[src/rtl/regfile_scoreboard.sv]
// Integer register file with NRD bypassed read ports, one writeback port and
// per-register busy tracking for RAW/WAW hazard detection at issue.
module regfile_scoreboard #(
   parameter  int XLEN  = 64,
   parameter  int NREGS = 32,
   parameter  int NRD   = 2,
   localparam int AW    = $clog2(NREGS),
   localparam int CW    = $clog2(NREGS + 1)
) (
   input  logic                  clk,
   input  logic                  rst_n,
   input  logic [NRD*AW-1:0]     rd_addr,
   output logic [NRD*XLEN-1:0]   rd_data,
   output logic [NRD-1:0]        rd_busy,
   input  logic                  issue_valid,
   input  logic [AW-1:0]         issue_rd,
   output logic                  issue_ready,
   input  logic                  wb_valid,
   input  logic [AW-1:0]         wb_rd,
   input  logic [XLEN-1:0]       wb_data,
   output logic [CW-1:0]         busy_count,
   output logic                  wb_orphan
);

   localparam logic [AW-1:0] X0 = {AW{1'b0}};

   logic [XLEN-1:0]  regs_r [1:NREGS-1];
   logic [NREGS-1:0] busy_r;
   logic [NREGS-1:0] busy_nxt_s;
   logic [CW-1:0]    count_r;
   logic [CW-1:0]    count_nxt_s;
   logic             orphan_r;
   logic             wb_hit_s;
   logic             issue_ready_s;
   logic             set_s;
   logic [AW-1:0]    addr_s;

   assign wb_hit_s      = wb_valid && (wb_rd != X0);
   // A writeback to the same register this cycle frees it for the next writer.
   assign issue_ready_s = (issue_rd == X0) || !busy_r[issue_rd] ||
                          (wb_valid && (wb_rd == issue_rd));
   assign set_s         = issue_valid && issue_ready_s && (issue_rd != X0);

   assign issue_ready = issue_ready_s;
   assign busy_count  = count_r;
   assign wb_orphan   = orphan_r;

   // Read ports: x0 reads zero, a same-cycle writeback is bypassed.
   always_comb begin
      rd_data = {(NRD*XLEN){1'b0}};
      rd_busy = {NRD{1'b0}};
      addr_s  = X0;
      for (int i = 0; i < NRD; i++) begin
         addr_s = rd_addr[i*AW +: AW];
         if (addr_s == X0) begin
            rd_data[i*XLEN +: XLEN] = {XLEN{1'b0}};
            rd_busy[i]              = 1'b0;
         end else if (wb_valid && (wb_rd == addr_s)) begin
            rd_data[i*XLEN +: XLEN] = wb_data;
            rd_busy[i]              = 1'b0;
         end else begin
            rd_data[i*XLEN +: XLEN] = regs_r[addr_s];
            rd_busy[i]              = busy_r[addr_s];
         end
      end
   end

   // Next busy vector (a new reservation beats a same-register clear) and its population.
   always_comb begin
      busy_nxt_s  = busy_r;
      count_nxt_s = {CW{1'b0}};
      for (int k = 1; k < NREGS; k++) begin
         if (set_s && (issue_rd == AW'(k))) begin
            busy_nxt_s[k] = 1'b1;
         end else if (wb_hit_s && (wb_rd == AW'(k))) begin
            busy_nxt_s[k] = 1'b0;
         end else begin
            busy_nxt_s[k] = busy_r[k];
         end
      end
      busy_nxt_s[0] = 1'b0;
      for (int k = 1; k < NREGS; k++) begin
         count_nxt_s = count_nxt_s + CW'(busy_nxt_s[k]);
      end
   end

   // Register array storage; x0 has no storage and its writes are dropped.
   always_ff @(posedge clk or negedge rst_n) begin
      if (!rst_n) begin
         for (int k = 1; k < NREGS; k++) begin
            regs_r[k] <= {XLEN{1'b0}};
         end
      end else if (wb_hit_s) begin
         regs_r[wb_rd] <= wb_data;
      end else begin
         regs_r[1] <= regs_r[1];
      end
   end

   // Scoreboard state: busy bits, busy population and sticky orphan flag.
   always_ff @(posedge clk or negedge rst_n) begin
      if (!rst_n) begin
         busy_r   <= {NREGS{1'b0}};
         count_r  <= {CW{1'b0}};
         orphan_r <= 1'b0;
      end else begin
         busy_r   <= busy_nxt_s;
         count_r  <= count_nxt_s;
         orphan_r <= orphan_r | (wb_hit_s && !busy_r[wb_rd]);
      end
   end

endmodule

[config.mk]
export PLATFORM = sky130hd
export DESIGN_NAME = regfile_scoreboard
export DESIGN_NICKNAME = d
export VERILOG_FILES = /design/src/rtl/regfile_scoreboard.sv
export SDC_FILE = /design/constraint.sdc
export NUM_CORES = 2
export LEC_CHECK = 0
export BUFFER_PORTS_ARGS = -buffer_cell sky130_fd_sc_hd__buf_2
export CAP_MARGIN = 15
export CORE_ASPECT_RATIO = 1.5
export CORE_UTILIZATION = 69
export DETAILED_ROUTE_END_ITERATION = 7
export PLACE_DENSITY = 0.87
export SETUP_SLACK_MARGIN = 0.2
export SYNTH_ARGS = -nofsm -noshare
export SYNTH_HDL_FRONTEND = slang
export SYNTH_SLANG_ARGS = --single-unit
export TNS_END_PERCENT = 50
[constraint.sdc]
create_clock -name clk -period 9.9 [get_ports clk]
set_input_delay 1.98 -clock clk [delete_from_list [all_inputs] [get_ports clk]]
set_output_delay 1.98 -clock clk [all_outputs]
set_load 0.1 [all_outputs]
# Word-level counts from Yosys, hierarchy flattened
# Cells that the tools add are included.
# Widths: inputs -> output; s select.
[op_classes]
mux = 87
bitwise = 4
n_eq_ne = 65
n_addsub = 30
order_cmp = 8
n_reduce_logical = 79
[op_table]
columns = ["cell", "n"]
rows = [
  ["$bwmux 1984", 1],
  ["$bmux 64 s5", 2],
  ["$mux 64", 9],
  ["$demux 64 s5", 1],
  ["$eq 5x5->1 const B", 32],
  ["$add 6x1->6", 25],
  ["$eq 5x4->1 const B", 16],
  ["$logic_and 1x1->1", 70],
  ["$mux 1", 70],
  ["$eq 5x3->1 const B", 8],
  ["$lt 5x6->1 const B", 4],
  ["$bmux 1 s5", 4],
  ["$eq 5x2->1 const B", 4],
  ["$ge 6x6->1 const B", 3],
  ["$not 5->6", 3],
  ["$eq 5x5->1", 3],
  ["$logic_not 5->1", 3],
  ["$eq 5x1->1 const B", 2],
  ["$reduce_bool 5->1", 2],
  ["$add 5x1->6", 1],
  ["$lt 6x1->1 const B", 1],
  ["$add 4x1->5", 1],
  ["$add 3x1->4", 1],
  ["$add 2x1->3", 1],
  ["other kinds (4)", 6],
]
[totals]
in_bits = 88
register_bits = 2022
wordCells = 307
out_inout_bits = 138

# Depth between registers and ports, before layout
[logic_depth]
word_depth = 39
mapped_depth = 25
depth_no_buf = 22

# Worst setup path after synthesis
# OpenSTA, ideal clock, no wires.
[synth_timing]
path_kind = "in2reg"
start = "in issue_rd[3]"
end = "reg count_r[4] (netlist: busy_count[4])"
required_time_ns = 9.777
slack_ns = 1.728
setup_time_ns = 0.123
t_arrival_ns = 8.050
stages = 22
path_buffers = 2
cell_sequence = "clkbuf_1 -> mux4_2 -> nor2b_1 -> o21ai_0 -> nand3_1 -> nand4_1 -> buf_2 -> a32oi_1 -> fa_1 -> inv_1 -> fa_1 -> fa_1 -> fa_1 -> inv_1 -> fa_1 -> fa_1 -> fa_1 -> fa_1 -> inv_1 -> a21o_1 -> a21oi_1 -> xnor2_1"
[synth_via]
elab_chain_len = 39
word_cells_on_any_way = 134
cone_classes = "add/sub: 30; eq/ne: 32; mux: 33; reduce/logical: 39"
[synth_rtl]
columns = ["element", "line", "text"]
rows = [
  ["from (decl)", "16", "input logic [AW-1:0] issue_rd,"],
  ["$bmux 1 s5", "40", "assign issue_ready_s = (issue_rd == X0) || !busy_r[issue_rd] ||"],
  ["$mux 1 (not written as such)", "40", ""],
  ["$logic_not 1->1", "40", ""],
  ["$logic_or 1x1->1", "40", ""],
  ["$logic_or 1x1->1 (*)", "40", ""],
  ["net issue_ready", "17", "output logic issue_ready,"],
  ["$logic_and 1x1->1 (*) (2 in a row)", "42", "assign set_s = issue_valid && issue_ready_s && (issue_rd != X0);"],
  ["$logic_and 1x1->1", "73", "if (set_s && (issue_rd == AW'(k))) begin"],
  ["$mux 1", "73", ""],
  ["$add 1x1->2", "83", "count_nxt_s = count_nxt_s + CW'(busy_nxt_s[k]);"],
  ["$add 2x1->3", "83", ""],
  ["$add 3x1->4", "83", ""],
  ["$add 4x1->5", "83", ""],
  ["$add 5x1->6", "83", ""],
  ["$add 6x1->6 (24 in a row)", "83", ""],
  ["$add 6x1->6 (*)", "83", ""],
  ["net count_nxt_s[4]", "31", "logic [CW-1:0] count_nxt_s;"],
  ["to (signal assigned)", "104", "count_r <= {CW{1'b0}};"],
  ["to (signal assigned)", "108", "count_r <= count_nxt_s;"],
  ["to (decl)", "30", "logic [CW-1:0] count_r;"],
]
# The timed path passes the listed nets; every way through them passes the cells marked *. The select of a mux whose other input is x is not followed.
# A chain may end at the register's enable or synchronous reset.

# Worst setup path after layout
[layout_timing]
start = "in rd_addr[6]"
end = "out rd_data[77]"
[layout_via]
elab_chain_len = 6
word_cells_on_any_way = 9
cone_classes = "eq/ne: 1; mux: 5; bitwise: 1; reduce/logical: 2"
[layout_rtl]
columns = ["element", "line", "text"]
rows = [
  ["from (decl)", "12", "input logic [NRD*AW-1:0] rd_addr,"],
  ["$not 5->6 (not written as such)", "62", "rd_data[i*XLEN +: XLEN] = regs_r[addr_s];"],
  ["$bmux 64 s5", "62", ""],
  ["$mux 64 (not written as such) (2 in a row)", "62", ""],
  ["$mux 64", "58", "end else if (wb_valid && (wb_rd == addr_s)) begin"],
  ["$mux 64 (*)", "55", "if (addr_s == X0) begin"],
  ["to (decl)", "13", "output logic [NRD*XLEN-1:0] rd_data,"],
]
# Every way passes the cells marked *; elsewhere a longest branch is shown, timed or not. The select of a mux whose other input is x is not followed.

==> impl.org <==
** Setup path
- Endpoint of the worst-slack reg-to-reg timing path :: busy_count[4]
- CP required :: 7920 ps
- Startpoint Class :: input port
- Depth of the most critical reg-to-reg path :: 22
- Along the worst path, the maximum fanout reaches 38.
- Sort of element at the end of the critical path :: output pin
- The worst setup path is of the input port to output pin kind.
- In this run the critical register-to-register path is launched from busy_r[14].
- Worst R2R Setup Slack :: 3120 ps
- Arr. time, crit path :: 6140 ps
- Worst Setup SP :: rd_addr[6]

** Clocking
- Insertion delay of the later-clocked pin in the worst-skew pair :: 860 ps
- The number of setup buffers added after CTS is 0.
- Post-CTS repair changed the size of 0 cells.
- Total of hold buffers inserted after clock tree synthesis :: 0
- Clock slew at reported path FFs :: 70 ps
- Clk root buf :: sky130_fd_sc_hd__clkbuf_16
- The clock passes through at most 3 buffers.
- Clock net sink count :: 2022
- Clock tree from TritonCTS :: built
- The number of clock buffers added by TritonCTS is 186.
- H-tree lvl count :: 4

** Placement
- At the end of routability-driven placement, the weighted congestion stood at 0.933.
- After detailed placement, the total cell area comes to 112000 µm².
- Port bufs :: 225
- The HPWL after detailed placement is 196 mm.

** Floorplanning
- Number of ports placed on the die boundary :: 226
- The core region is 159000 µm².
- The floorplan step set the die height to 492 µm.
- Full die area :: 162000 µm²
- Rows :: 179
- Once the floorplan was initialized, standard cells occupied 69.6% of the core.
- Chip width :: 329 µm

** Timing
- Actual transition at the worst max-transition pin :: 1260 ps
- Summed over all failing endpoints, the final setup total negative slack is 0 ps.
- Clk_skew :: 45.0 ps
- In this run the tightest slew margin relative to its limit is 16.0%.
- Peak Freq :: 123 MHz
- The final number of hold-violating endpoints came to 0.
- The tightest hold path in the finished design has a slack of 473 ps.
- The number of slew-limit violations in the final report is 0.
- The routed design could run at a clock period as short as 8120 ps.
- Setup repair after global routing missed its margin :: no
- Count of final setup violators :: 0
- The worst path uses 82.0% of the clock period.

** Final layout
- For this run, the post-layout net count is 7497.
- Cells with a size suffix above 1 make up 50.1% of the layout.
- The area growth from synthesis to layout is 7.56%.
- Final std cell area, no fill :: 119000 µm²

** Outcome
- The flow ran to the end, but the final reports show violations.
- The checks that failed: design-rule violations.

** Hold path
- In this run the most critical hold path is launched from wb_orphan.
- Endpoint of the worst hold path :: wb_orphan
- In this run the worst hold path is classified as flop to flop.
- Counting instances, the worst hold path has a depth of 1.

** Synth
- Summing the sequential cell areas from Yosys gives 45.8% of the chip area.
- Number of enable flip-flop cells after synthesis :: 0
- Syn. warnings :: 0
- Ranked by total cell area, the synthesized netlist is headed by sky130_fd_sc_hd__dfrtp_1, sky130_fd_sc_hd__mux2_2, sky130_fd_sc_hd__mux4_2.
- Post-synth design cell area :: 110000 µm²
- Post-synthesis instance total :: 7667
- Mapped Nets :: 7785
- For this run, the leading register cell type out of synthesis is sky130_fd_sc_hd__dfrtp_1.
- Summed over its instances, the top area cell type makes up 45.8% of the synthesized netlist area.
- Cell type with the largest total area after synthesis :: sky130_fd_sc_hd__dfrtp_1
- Average instance area after synthesis :: 14.4 µm²
- The synthesized netlist contains 50 unique library cells.
- Synthesized flop and latch total :: 2022
- Fraction of registers with async set or reset after synthesis :: 100%

** Global routing
- Entering global routing, the biggest net connects 195 pins.
- Global route overflow :: 0
- Global routing consumed, over all layers together, 44.0% of the routing resources.
- Global-route wire length before repair :: 519 mm
- The via count of the first global-routing pass is 79900.
- The number of antenna violations at the first check in global routing was 43.

** Drt
- Count of TritonRoute iterations in the first routing pass :: 8
- Routed vias/inst :: 7.96
- For this block, the routed nets add up to 350 mm of wire.
- Summing over every cut layer, the via total after detailed routing is 76700.
- In the final routed layout, each cell accounts on average for 36.3 µm.
- In the routed design, unresolved DRC markers number 53.
- Once detail routing completed, the nets flagged for antenna violations numbered 0.
- In this run, the number of DRC markers left after iteration 0 of detailed routing was 10500.

** Power and ir drop
- PwrDens :: 221 nW/µm²
- The worst-case IR drop observed on VDD is 0.440 mV.
- LEAKAGE :: 51.7 nW

** Job
- The tool flagged a number of max-cap violations equal to 0.
cell families (layout without fill, tap and decap cells):
logic type | Yosys count | in the layout | synth area share, %
muxes | 3179 | 3179 | 42.0
DFF | 2022 | 2022 | 45.8
buffers and inverters | 895 | 755 | 3.51
AOI/OAI and AO/OA | 790 | 790 | 5.06
and+or+nand+nor | 733 | 733 | 2.94
adders and majority gates | 30 | 30 | 0.496
xor gates and xnor gates | 18 | 18 | 0.143
other | 0 | 29 | 0
layout by cell type, fill, tap and decap left out, types with 6 or more instances in the layout:
cell type,instances
sky130_fd_sc_hd__mux4_2,960
sky130_fd_sc_hd__nand2_1,389
sky130_fd_sc_hd__fa_1,23
sky130_fd_sc_hd__o31ai_1,31
sky130_fd_sc_hd__nor2_1,114
sky130_fd_sc_hd__nor2b_1,106
sky130_fd_sc_hd__diode_2,29
sky130_fd_sc_hd__a211oi_1,128
sky130_fd_sc_hd__a311o_1,34
sky130_fd_sc_hd__o21ai_0,133
sky130_fd_sc_hd__bufinv_16,13
sky130_fd_sc_hd__buf_12,32
sky130_fd_sc_hd__nor4_1,39
sky130_fd_sc_hd__buf_8,9
sky130_fd_sc_hd__nor2_4,10
sky130_fd_sc_hd__dfrtp_1,2022
sky130_fd_sc_hd__clkbuf_1,44
sky130_fd_sc_hd__a2111oi_0,60
sky130_fd_sc_hd__nand3_4,7
sky130_fd_sc_hd__a21oi_1,90
sky130_fd_sc_hd__a32o_1,26
sky130_fd_sc_hd__a22oi_1,65
sky130_fd_sc_hd__a221oi_1,65
sky130_fd_sc_hd__mux2i_1,133
sky130_fd_sc_hd__o22ai_1,99
sky130_fd_sc_hd__a21o_1,33
sky130_fd_sc_hd__clkbuf_16,188
sky130_fd_sc_hd__inv_1,34
sky130_fd_sc_hd__mux2_2,2086
sky130_fd_sc_hd__xor2_1,13
sky130_fd_sc_hd__buf_2,214
sky130_fd_sc_hd__buf_4,129
sky130_fd_sc_hd__a22o_1,6
sky130_fd_sc_hd__nor3_1,10
sky130_fd_sc_hd__nand2_4,12
sky130_fd_sc_hd__clkbuf_8,49
sky130_fd_sc_hd__ha_1,7
sky130_fd_sc_hd__clkinv_2,28
sky130_fd_sc_hd__a32oi_1,15
sky130_fd_sc_hd__nand3_1,9
metrics by stage:
step,power [W],setup slack [ps],instances,util [%]
3_5_place_dp,0.0186,1350,9270,70.8
2_1_floorplan,0.0166,1730,7667,-
6_report,0.0262,1780,9637,74.8
4_1_cts,0.0261,1970,9606,74.8
5_1_grt,0.0272,1750,9620,74.8
3_3_place_gp,0.0181,1370,9270,70.8
worst max path at each step:
stage / end / slack (ps)
6_report: rd_data[77] / 1780
4_1_cts: rd_data[119] / 1970
5_1_grt: rd_data[119] / 1750
3_5_place_dp: busy_count[4] / 1350
2_1_floorplan: busy_count[4] / 1730
3_3_place_gp: busy_count[4] / 1370
report_power, final:
part / internal (W) / switching (W)
registers: 0.00993 / 0.00134
clock network: 0.00421 / 0.00328
logic: 0.00375 / 0.00373
cell usage after synthesis (60+ instances only):
master and n:
sky130_fd_sc_hd__dfrtp_1 2022, sky130_fd_sc_hd__mux4_2 960, sky130_fd_sc_hd__o22ai_1 99, sky130_fd_sc_hd__a2111oi_0 60, sky130_fd_sc_hd__a21oi_1 90, sky130_fd_sc_hd__o21ai_0 133, sky130_fd_sc_hd__nor2_1 124, sky130_fd_sc_hd__mux2_2 2086
sky130_fd_sc_hd__clkbuf_1 490, sky130_fd_sc_hd__nand2_1 404, sky130_fd_sc_hd__a22oi_1 65, sky130_fd_sc_hd__buf_2 299, sky130_fd_sc_hd__a221oi_1 65, sky130_fd_sc_hd__mux2i_1 133, sky130_fd_sc_hd__nor2b_1 108, sky130_fd_sc_hd__a211oi_1 128
state kept, by name, indices dropped and copies added (netlist names):
signal,count
busy_count,6
regs_r,1984
busy_r,31
wb_orphan,1
cell type report:
type	instances	area, µm²
Sequential cell	2022	50600
Clock inverter	55	724
Clock buffer	281	5540
Antenna cell	29	72.6
Inverter	34	128
Fill cell	9134	40000
Tap cell	2081	2600
Timing Repair Buffer	385	2820
Multi-Input combinational cell	4750	56300
metal layers:
metal | vias up | track usage, % | share of wire, %
li1 | 29000 | - | -
met1 | 39800 | 54.6 | 33
met2 | 6080 | 65.5 | 46
met3 | 1824 | 14.6 | 13
met4 | 30 | 30.5 | 8.1
met5 | - | 0.181 | 0.067
worst max-delay path, cell delays in order:
cell	delay, ps
sky130_fd_sc_hd__buf_8	270
sky130_fd_sc_hd__buf_4	530
sky130_fd_sc_hd__nor2b_4	250
sky130_fd_sc_hd__buf_4	700
sky130_fd_sc_hd__a221oi_1	230
sky130_fd_sc_hd__a2111oi_0	650
sky130_fd_sc_hd__a21oi_1	100
sky130_fd_sc_hd__a21oi_1	780
sky130_fd_sc_hd__buf_2	570
Note: power is estimated with default switching activity, not from simulation.
